`config.mk`:
```
export PLATFORM = sky130hd
export DESIGN_NAME = div_sequencer_flat
export DESIGN_NICKNAME = d
export VERILOG_FILES = /design/src/rtl/div_sequencer_if.sv /design/src/rtl/div_sequencer.sv /design/src/flat_wrapper.sv
export SDC_FILE = /design/constraint.sdc
export NUM_CORES = 1
export LEC_CHECK = 0
export CAP_MARGIN = 20
export CORE_UTILIZATION = 50
export CTS_CLUSTER_DIAMETER = 50
export DETAILED_ROUTE_END_ITERATION = 10
export HOLD_SLACK_MARGIN = 0.15
export PLACE_DENSITY_LB_ADDON = 0.05
export SYNTH_ARGS = -nofsm -noshare
export SYNTH_HDL_FRONTEND = slang
export SYNTH_SLANG_ARGS = --single-unit
```
`constraint.sdc`:
```
create_clock -name clk -period 10.79 [get_ports clk]
set_clock_uncertainty 0.05 [all_clocks]
set_input_delay 3.237 -clock clk [delete_from_list [all_inputs] [get_ports clk]]
set_output_delay 3.237 -clock clk [all_outputs]
set_load 0.01 [all_outputs]
```
`src/rtl/div_sequencer_if.sv`:
```
// -----------------------------------------------------------------------------
// div_sequencer_if
// Bundles the EX-stage divide request/response signals exchanged between the
// pipeline (decoder/hazard side) and the iterative divide controller.
//
//   div_startE   : div/divu instruction valid in EX          (master -> slave)
//   div_signedE  : 1 = div (signed), 0 = divu                 (master -> slave)
//   srcaE        : dividend (rs)                              (master -> slave)
//   srcbE        : divisor (rt)                               (master -> slave)
//   cancel       : exception/flush of EX, aborts the divide   (master -> slave)
//   stall_ext    : EX held by another stall source            (master -> slave)
//   div_stall    : stall request for F/D/E, combinational     (slave -> master)
//   div_valid    : hi_o/lo_o hold the result for EX           (slave -> master)
//   hi_o         : remainder                                  (slave -> master)
//   lo_o         : quotient                                   (slave -> master)
//
// Modports: master = pipeline side, slave = divide controller.
// -----------------------------------------------------------------------------
interface div_sequencer_if #(
  parameter int WIDTH = 32
);
  logic             div_startE;
  logic             div_signedE;
  logic [WIDTH-1:0] srcaE;
  logic [WIDTH-1:0] srcbE;
  logic             cancel;
  logic             stall_ext;
  logic             div_stall;
  logic             div_valid;
  logic [WIDTH-1:0] hi_o;
  logic [WIDTH-1:0] lo_o;

  modport master (
    output div_startE, div_signedE, srcaE, srcbE, cancel, stall_ext,
    input  div_stall, div_valid, hi_o, lo_o
  );

  modport slave (
    input  div_startE, div_signedE, srcaE, srcbE, cancel, stall_ext,
    output div_stall, div_valid, hi_o, lo_o
  );
endinterface

```
`src/rtl/div_sequencer.sv`:
```
// -----------------------------------------------------------------------------
// div_sequencer
// Iterative radix-2 restoring divide controller for the EX stage. Accepts
// div/divu, runs WIDTH iterations while stalling the pipeline, then presents
// remainder (hi_o) and quotient (lo_o) with div_valid for one EX residency
// (longer if stall_ext holds EX).
//
// Ports:
//   clk    : clock
//   rst    : synchronous active-high reset
//   divBus : div_sequencer_if.slave (start/operands/cancel/stall_ext in,
//            div_stall/div_valid/hi_o/lo_o out)
// -----------------------------------------------------------------------------
module div_sequencer #(
  parameter int WIDTH = 32
) (
  input  logic            clk,
  input  logic            rst,
  div_sequencer_if.slave  divBus
);

  localparam int CW = (WIDTH > 1) ? $clog2(WIDTH) : 1;
  localparam logic [CW-1:0]    LAST_ITER = CW'(WIDTH - 1);
  localparam logic [CW-1:0]    CNT_ONE   = CW'(1);
  localparam logic [CW-1:0]    CNT_ZERO  = CW'(0);
  localparam logic [WIDTH-1:0] ZERO      = {WIDTH{1'b0}};
  localparam logic [WIDTH-1:0] ONES      = {WIDTH{1'b1}};
  localparam logic [WIDTH-1:0] ONE       = {{(WIDTH-1){1'b0}}, 1'b1};

  typedef enum logic [1:0] {
    IDLE = 2'd0,
    BUSY = 2'd1,
    DONE = 2'd2
  } state_t;

  state_t           state_r;
  state_t           nextState_s;
  logic [WIDTH-1:0] rem_r;
  logic [WIDTH-1:0] quo_r;
  logic [WIDTH-1:0] divisor_r;
  logic [WIDTH-1:0] hi_r;
  logic [WIDTH-1:0] lo_r;
  logic             negQ_r;
  logic             negR_r;
  logic             valid_r;
  logic [CW-1:0]    iterCnt_r;

  logic             load_s;
  logic             lastIter_s;
  logic [WIDTH:0]   partial_s;
  logic [WIDTH-1:0] diff_s;
  logic [WIDTH-1:0] remNext_s;
  logic [WIDTH-1:0] quoNext_s;
  logic             stall_s;

  // Two's-complement negate when doNeg is set.
  function automatic logic [WIDTH-1:0] negIf(input logic [WIDTH-1:0] v,
                                             input logic doNeg);
    logic [WIDTH-1:0] res;
    if (doNeg) begin
      res = ~v + ONE;
    end else begin
      res = v;
    end
    return res;
  endfunction

  // Magnitude of v when interpreted as signed; raw value for unsigned.
  // The most negative value maps onto itself, which is the correct
  // unsigned magnitude, so the overflow case needs no special handling.
  function automatic logic [WIDTH-1:0] absVal(input logic [WIDTH-1:0] v,
                                              input logic isSigned);
    return negIf(v, isSigned & v[WIDTH-1]);
  endfunction

  assign load_s     = (state_r == IDLE) & divBus.div_startE & ~divBus.cancel;
  assign lastIter_s = (iterCnt_r == LAST_ITER);

  // One restoring-divide step: shift {rem,quo} left and trial-subtract.
  // The remainder is always below the divisor, so when the trial succeeds
  // the true difference fits in WIDTH bits and the low bits are exact.
  always_comb begin
    partial_s = {rem_r, quo_r[WIDTH-1]};
    diff_s    = partial_s[WIDTH-1:0] - divisor_r;
    remNext_s = partial_s[WIDTH-1:0];
    quoNext_s = {quo_r[WIDTH-2:0], 1'b0};
    if (partial_s >= {1'b0, divisor_r}) begin
      remNext_s = diff_s;
      quoNext_s = {quo_r[WIDTH-2:0], 1'b1};
    end else begin
      remNext_s = partial_s[WIDTH-1:0];
      quoNext_s = {quo_r[WIDTH-2:0], 1'b0};
    end
  end

  // Next-state logic; cancel forces IDLE from any state.
  always_comb begin
    nextState_s = state_r;
    if (divBus.cancel) begin
      nextState_s = IDLE;
    end else begin
      case (state_r)
        IDLE: begin
          if (divBus.div_startE) begin
            nextState_s = (divBus.srcbE == ZERO) ? DONE : BUSY;
          end else begin
            nextState_s = IDLE;
          end
        end
        BUSY: begin
          if (lastIter_s) begin
            nextState_s = DONE;
          end else begin
            nextState_s = BUSY;
          end
        end
        DONE: begin
          if (divBus.stall_ext) begin
            nextState_s = DONE;
          end else begin
            nextState_s = IDLE;
          end
        end
        default: nextState_s = IDLE;
      endcase
    end
  end

  // Stall request; never raised in DONE so the result leaves EX.
  always_comb begin
    stall_s = 1'b0;
    if (divBus.cancel) begin
      stall_s = 1'b0;
    end else begin
      stall_s = ((state_r == IDLE) & divBus.div_startE) | (state_r == BUSY);
    end
  end

  // State register and the DONE-decode valid flag.
  always_ff @(posedge clk) begin
    if (rst) begin
      state_r <= IDLE;
      valid_r <= 1'b0;
    end else begin
      state_r <= nextState_s;
      valid_r <= (nextState_s == DONE);
    end
  end

  // Operand capture, iteration datapath and result registers.
  always_ff @(posedge clk) begin
    if (rst) begin
      rem_r     <= ZERO;
      quo_r     <= ZERO;
      divisor_r <= ZERO;
      hi_r      <= ZERO;
      lo_r      <= ZERO;
      negQ_r    <= 1'b0;
      negR_r    <= 1'b0;
      iterCnt_r <= CNT_ZERO;
    end else if (load_s) begin
      rem_r     <= ZERO;
      quo_r     <= absVal(divBus.srcaE, divBus.div_signedE);
      divisor_r <= absVal(divBus.srcbE, divBus.div_signedE);
      negQ_r    <= divBus.div_signedE & (divBus.srcaE[WIDTH-1] ^ divBus.srcbE[WIDTH-1]);
      negR_r    <= divBus.div_signedE & divBus.srcaE[WIDTH-1];
      iterCnt_r <= CNT_ZERO;
      // Divide by zero: raw dividend and all-ones quotient, no sign fix.
      if (divBus.srcbE == ZERO) begin
        hi_r <= divBus.srcaE;
        lo_r <= ONES;
      end
    end else if ((state_r == BUSY) && !divBus.cancel) begin
      rem_r     <= remNext_s;
      quo_r     <= quoNext_s;
      iterCnt_r <= iterCnt_r + CNT_ONE;
      // Result lands on the DONE entry edge and is held afterwards.
      if (lastIter_s) begin
        hi_r <= negIf(remNext_s, negR_r);
        lo_r <= negIf(quoNext_s, negQ_r);
      end
    end
  end

  assign divBus.div_stall = stall_s;
  assign divBus.div_valid = valid_r;
  assign divBus.hi_o      = hi_r;
  assign divBus.lo_o      = lo_r;

endmodule

```
`src/flat_wrapper.sv`:
```
// flat-port wrapper written by rule: the top's interface ports become plain ports
module div_sequencer_flat 
#(
  parameter int WIDTH = 32
)
  (clk, rst, divBus_div_startE, divBus_div_signedE, divBus_srcaE, divBus_srcbE, divBus_cancel, divBus_stall_ext, divBus_div_stall, divBus_div_valid, divBus_hi_o, divBus_lo_o);
  div_sequencer_if #(.WIDTH(WIDTH)) divBus_i ();
  input  logic clk;
  input  logic rst;
  input wire logic [$bits(divBus_i.div_startE)-1:0] divBus_div_startE;
  input wire logic [$bits(divBus_i.div_signedE)-1:0] divBus_div_signedE;
  input wire logic [$bits(divBus_i.srcaE)-1:0] divBus_srcaE;
  input wire logic [$bits(divBus_i.srcbE)-1:0] divBus_srcbE;
  input wire logic [$bits(divBus_i.cancel)-1:0] divBus_cancel;
  input wire logic [$bits(divBus_i.stall_ext)-1:0] divBus_stall_ext;
  output wire logic [$bits(divBus_i.div_stall)-1:0] divBus_div_stall;
  output wire logic [$bits(divBus_i.div_valid)-1:0] divBus_div_valid;
  output wire logic [$bits(divBus_i.hi_o)-1:0] divBus_hi_o;
  output wire logic [$bits(divBus_i.lo_o)-1:0] divBus_lo_o;
  assign divBus_i.div_startE = divBus_div_startE;
  assign divBus_i.div_signedE = divBus_div_signedE;
  assign divBus_i.srcaE = divBus_srcaE;
  assign divBus_i.srcbE = divBus_srcbE;
  assign divBus_i.cancel = divBus_cancel;
  assign divBus_i.stall_ext = divBus_stall_ext;
  assign divBus_div_stall = divBus_i.div_stall;
  assign divBus_div_valid = divBus_i.div_valid;
  assign divBus_hi_o = divBus_i.hi_o;
  assign divBus_lo_o = divBus_i.lo_o;
  div_sequencer #(.WIDTH(WIDTH)) u_core (.clk(clk), .rst(rst), .divBus(divBus_i));
endmodule
```
==> results.sh <==
export IMPL_clock_sink_count=170
export IMPL_setup_repair_after_global_routing_missed_its_margin="no"
export IMPL_routedLengthMet1_um=15500
export IMPL_placementRows=55
export IMPL_synth_cell_types=77
export IMPL_synth_edf_count=0
export IMPL_worst_endpoint_arrival_ns=5.24
export IMPL_hpwlAfterDp_um=24600
export IMPL_fin_ws_ns=2.26
export IMPL_async_flop_share=0
export IMPL_top_routing_layer_in_use="met4"
export IMPL_synth_area_um2=11600
export IMPL_track_usage=0.281
export IMPL_final_max_slew_viol_count=0
export IMPL_power_static_leakage_nw=4.83
export IMPL_routedWlPerCell_um=17.2
export IMPL_synthMostInstantiatedCell="nor2_1"
export IMPL_startpoint_type="input port"
export IMPL_seq_area_frac_synth=0.293
export IMPL_timing_hold_worst_class="reg -> reg"
export IMPL_viasPerCell=5.91
export IMPL_cap_viol_max_count=0
export IMPL_portBuffers=135
export IMPL_drive_above_1_share=0.0451
export IMPL_outcome="completed"
export IMPL_ys_ff_latch=170
export IMPL_netlist_top_cells_area="dfxtp_1 29%, nor2_1 7.5%, nand2_1 5.6%"
export IMPL_drc=0
export IMPL_grt_start_max_net_pins=82
export IMPL_power_switching_fraction=0.343
export IMPL_route_final_wire_length_um=33000
export IMPL_clock_tree_root_cell="clkbuf_16"
export IMPL_cp_end_kind="output port"
export IMPL_postSynth_topFlopCell="dfxtp_1"
export IMPL_wl_met2_um=15400
export IMPL_seqPwrFrac=0.355
export IMPL_power_clock_fraction=0.345
export IMPL_crit_path_max_fanout=8
export IMPL_setup_viol=0
export IMPL_globalRouteOverflowTotal=0
export IMPL_start_util=0.511
export IMPL_cts_tree="yes"
export IMPL_cts_htree_levels=4
export IMPL_route_vias_total=11400
export IMPL_design_area_um2=13700
export IMPL_core_region_area_um2=22700
export IMPL_power_net_switching_mw=0.649
export IMPL_relative_contribution_of_combinational_cells_to_total_power=0.301
export IMPL_timing_setup_critical_path_class="in -> out"
export IMPL_cts_repair_resized=0
export IMPL_grt_antenna_before_repair=0
export IMPL_io_pin_count=136
export IMPL_chipWidth_um=154
export IMPL_worst_pin_slew_ns=0.956
export IMPL_synth_net_count=1664
export IMPL_cts_made_buffers=17
export IMPL_area_growth_pct=17.8
export IMPL_finalHoldWorstSlack_ns=0.411
export IMPL_worst_skew_pair_late_latency_ns=0.44
export IMPL_yosys_warnings=0
export IMPL_first_global_vias=10400
export IMPL_yosysTopAreaCellShare=0.293
export IMPL_max_clock_freq_mhz=117
export IMPL_gp_routability_congestion=0.903
export IMPL_final_min_period_over_clock_period=0.791
export IMPL_dr_wl_met3_um=1530
export IMPL_syn_mean_instance_area_um2=7.46
export IMPL_hold_violations=0
export IMPL_dp_cells=1892
export IMPL_report_power_total_mw=1.89
export IMPL_antenna_cells=0
export IMPL_max_clock_path_buffers=2
export IMPL_power_report_internal_total_mw=1.24
export IMPL_detailedPlace_worstSlack_ns=2.24
export IMPL_dieArea_um2=23800
export IMPL_pre_repair_dr_iteration_count=5
export IMPL_finalWorstPathRequiredPeriod_ns=8.53
export IMPL_number_of_standard_cells_in_the_layout_taps_in_and_fillers_out=1924
export IMPL_routed_antenna_nets=0
export IMPL_synth_top_area_cell="dfxtp_1"
export IMPL_clk_pin_slew_ns=0.07
export IMPL_vdd_drop_max_mv=0.0858
export IMPL_chipHeight_um=154
export IMPL_wire_length_of_the_first_global_routing_pass_um=54000
export IMPL_drtIter0Drc=713
export IMPL_summed_negative_setup_slack_over_all_endpoints_ns=0
export IMPL_design_final_nets=1736
export IMPL_post_synth_most_frequent_cells="231 x nor2_1, 174 x nand2_1, 170 x dfxtp_1, 96 x a21oi_1, 85 x a211oi_1"
export IMPL_power_per_cell_area_nw_per_um2=139
export IMPL_timing_critical_path_required_ns=7.50
export IMPL_cts_hold_repair_buffers=0
export IMPL_maxSlewHeadroom=0.362
export IMPL_placement_cell_area_um2=13000
export IMPL_postCtsSetupRepairBufs=0
export IMPL_syn_inst=1555
export IMPL_layout_core_utilization=0.602
## power groups by stage
stage               Clock [mW]  Sequential (mW)  Combinational, mW
floorplan                    0            0.678              0.420
global placement             0            0.684              0.556
detailed placement           0            0.685              0.560
CTS                      0.662            0.671              0.563
global route             0.690            0.675              0.630
finish                   0.652            0.672              0.569
## placed cells by master (no fill, tap or decap), types with 7 or more instances in the layout
cell / instances
a311oi_1: 33
a21o_1: 8
or2_2: 7
a21oi_1: 95
nand4_1: 15
a221oi_1: 11
or3_1: 24
and3_1: 9
o22ai_1: 13
clkdlybuf4s50_1: 134
dfxtp_1: 170
buf_4: 11
a211oi_1: 85
clkbuf_16: 17
nor3_1: 47
and2_1: 7
xnor2_1: 58
a31oi_1: 11
or4_1: 12
nor2b_1: 7
ha_1: 38
o211ai_1: 8
nor4_1: 14
inv_1: 53
o21a_1: 10
nor2_1: 231
nand3_1: 17
o41ai_1: 12
o21ai_0: 84
nand2b_1: 13
xor2_1: 68
nand2_1: 173
o31ai_1: 25
mux2i_1: 25
## final timing paths
kind	startpoint	to	slack (ns)	depth (start not counted)
hold reg to reg	u_core.divisor_r[31]$_SDFFE_PP0P_	u_core.divisor_r[31]$_SDFFE_PP0P_	0.41	2
setup reg to reg	u_core.rem_r[5]$_SDFFE_PP0P_	u_core.divBus.lo_o[28]$_SDFFE_PP0P_	5.09	18
hold / removal	u_core.divisor_r[31]$_SDFFE_PP0P_	u_core.divisor_r[31]$_SDFFE_PP0P_	0.41	2
setup / recovery	divBus_cancel	divBus_div_stall	2.26	5
## final cells by class
cell class	instances	area, µm²
Sequential cell	170	3400
Tap cell	285	357
Clock inverter	12	165
Clock buffer	19	453
Inverter	56	213
Multi-Input combinational cell	1236	7640
Fill cell	2151	9040
Timing Repair Buffer	146	1440
## registers in the layout (all words and copies together) (netlist names), 2 cells and up
signal,count
u_core.quo_r,32
u_core.iterCnt_r,5
u_core.divBus.lo_o,32
u_core.state_r,2
u_core.divisor_r,32
u_core.rem_r,32
u_core.divBus.hi_o,32
## metal layers
metal	vias to the layer above	track usage
met3	34	0.0375
met4	0	0.0877
met2	301	0.470
li1	5768	-
met5	-	0
met1	5266	0.374
## worst max-delay path: stages
cell and delay [ns]:
clkdlybuf4s50_1 0.57, nor3_2 0.08, nor2_1 0.39, clkinv_1 0.37, clkdlybuf4s50_1 0.59
## cells by family (layout without fill, tap and decap cells)
| group | after synthesis | after routing | share of synthesized area |
|---|---|---|---|
| flip-flops | 170 | 170 | 0.293 |
| adder cells (fa/ha/maj) | 39 | 39 | 0.0427 |
| AO/OA/AOI/OAI | 440 | 440 | 0.255 |
| XOR/XNOR | 126 | 126 | 0.0951 |
| AND/OR/NAND/NOR | 604 | 604 | 0.240 |
| buffers and inverters | 149 | 233 | 0.0507 |
| multiplexers | 27 | 27 | 0.0235 |
(Power assumes the default switching activity.)
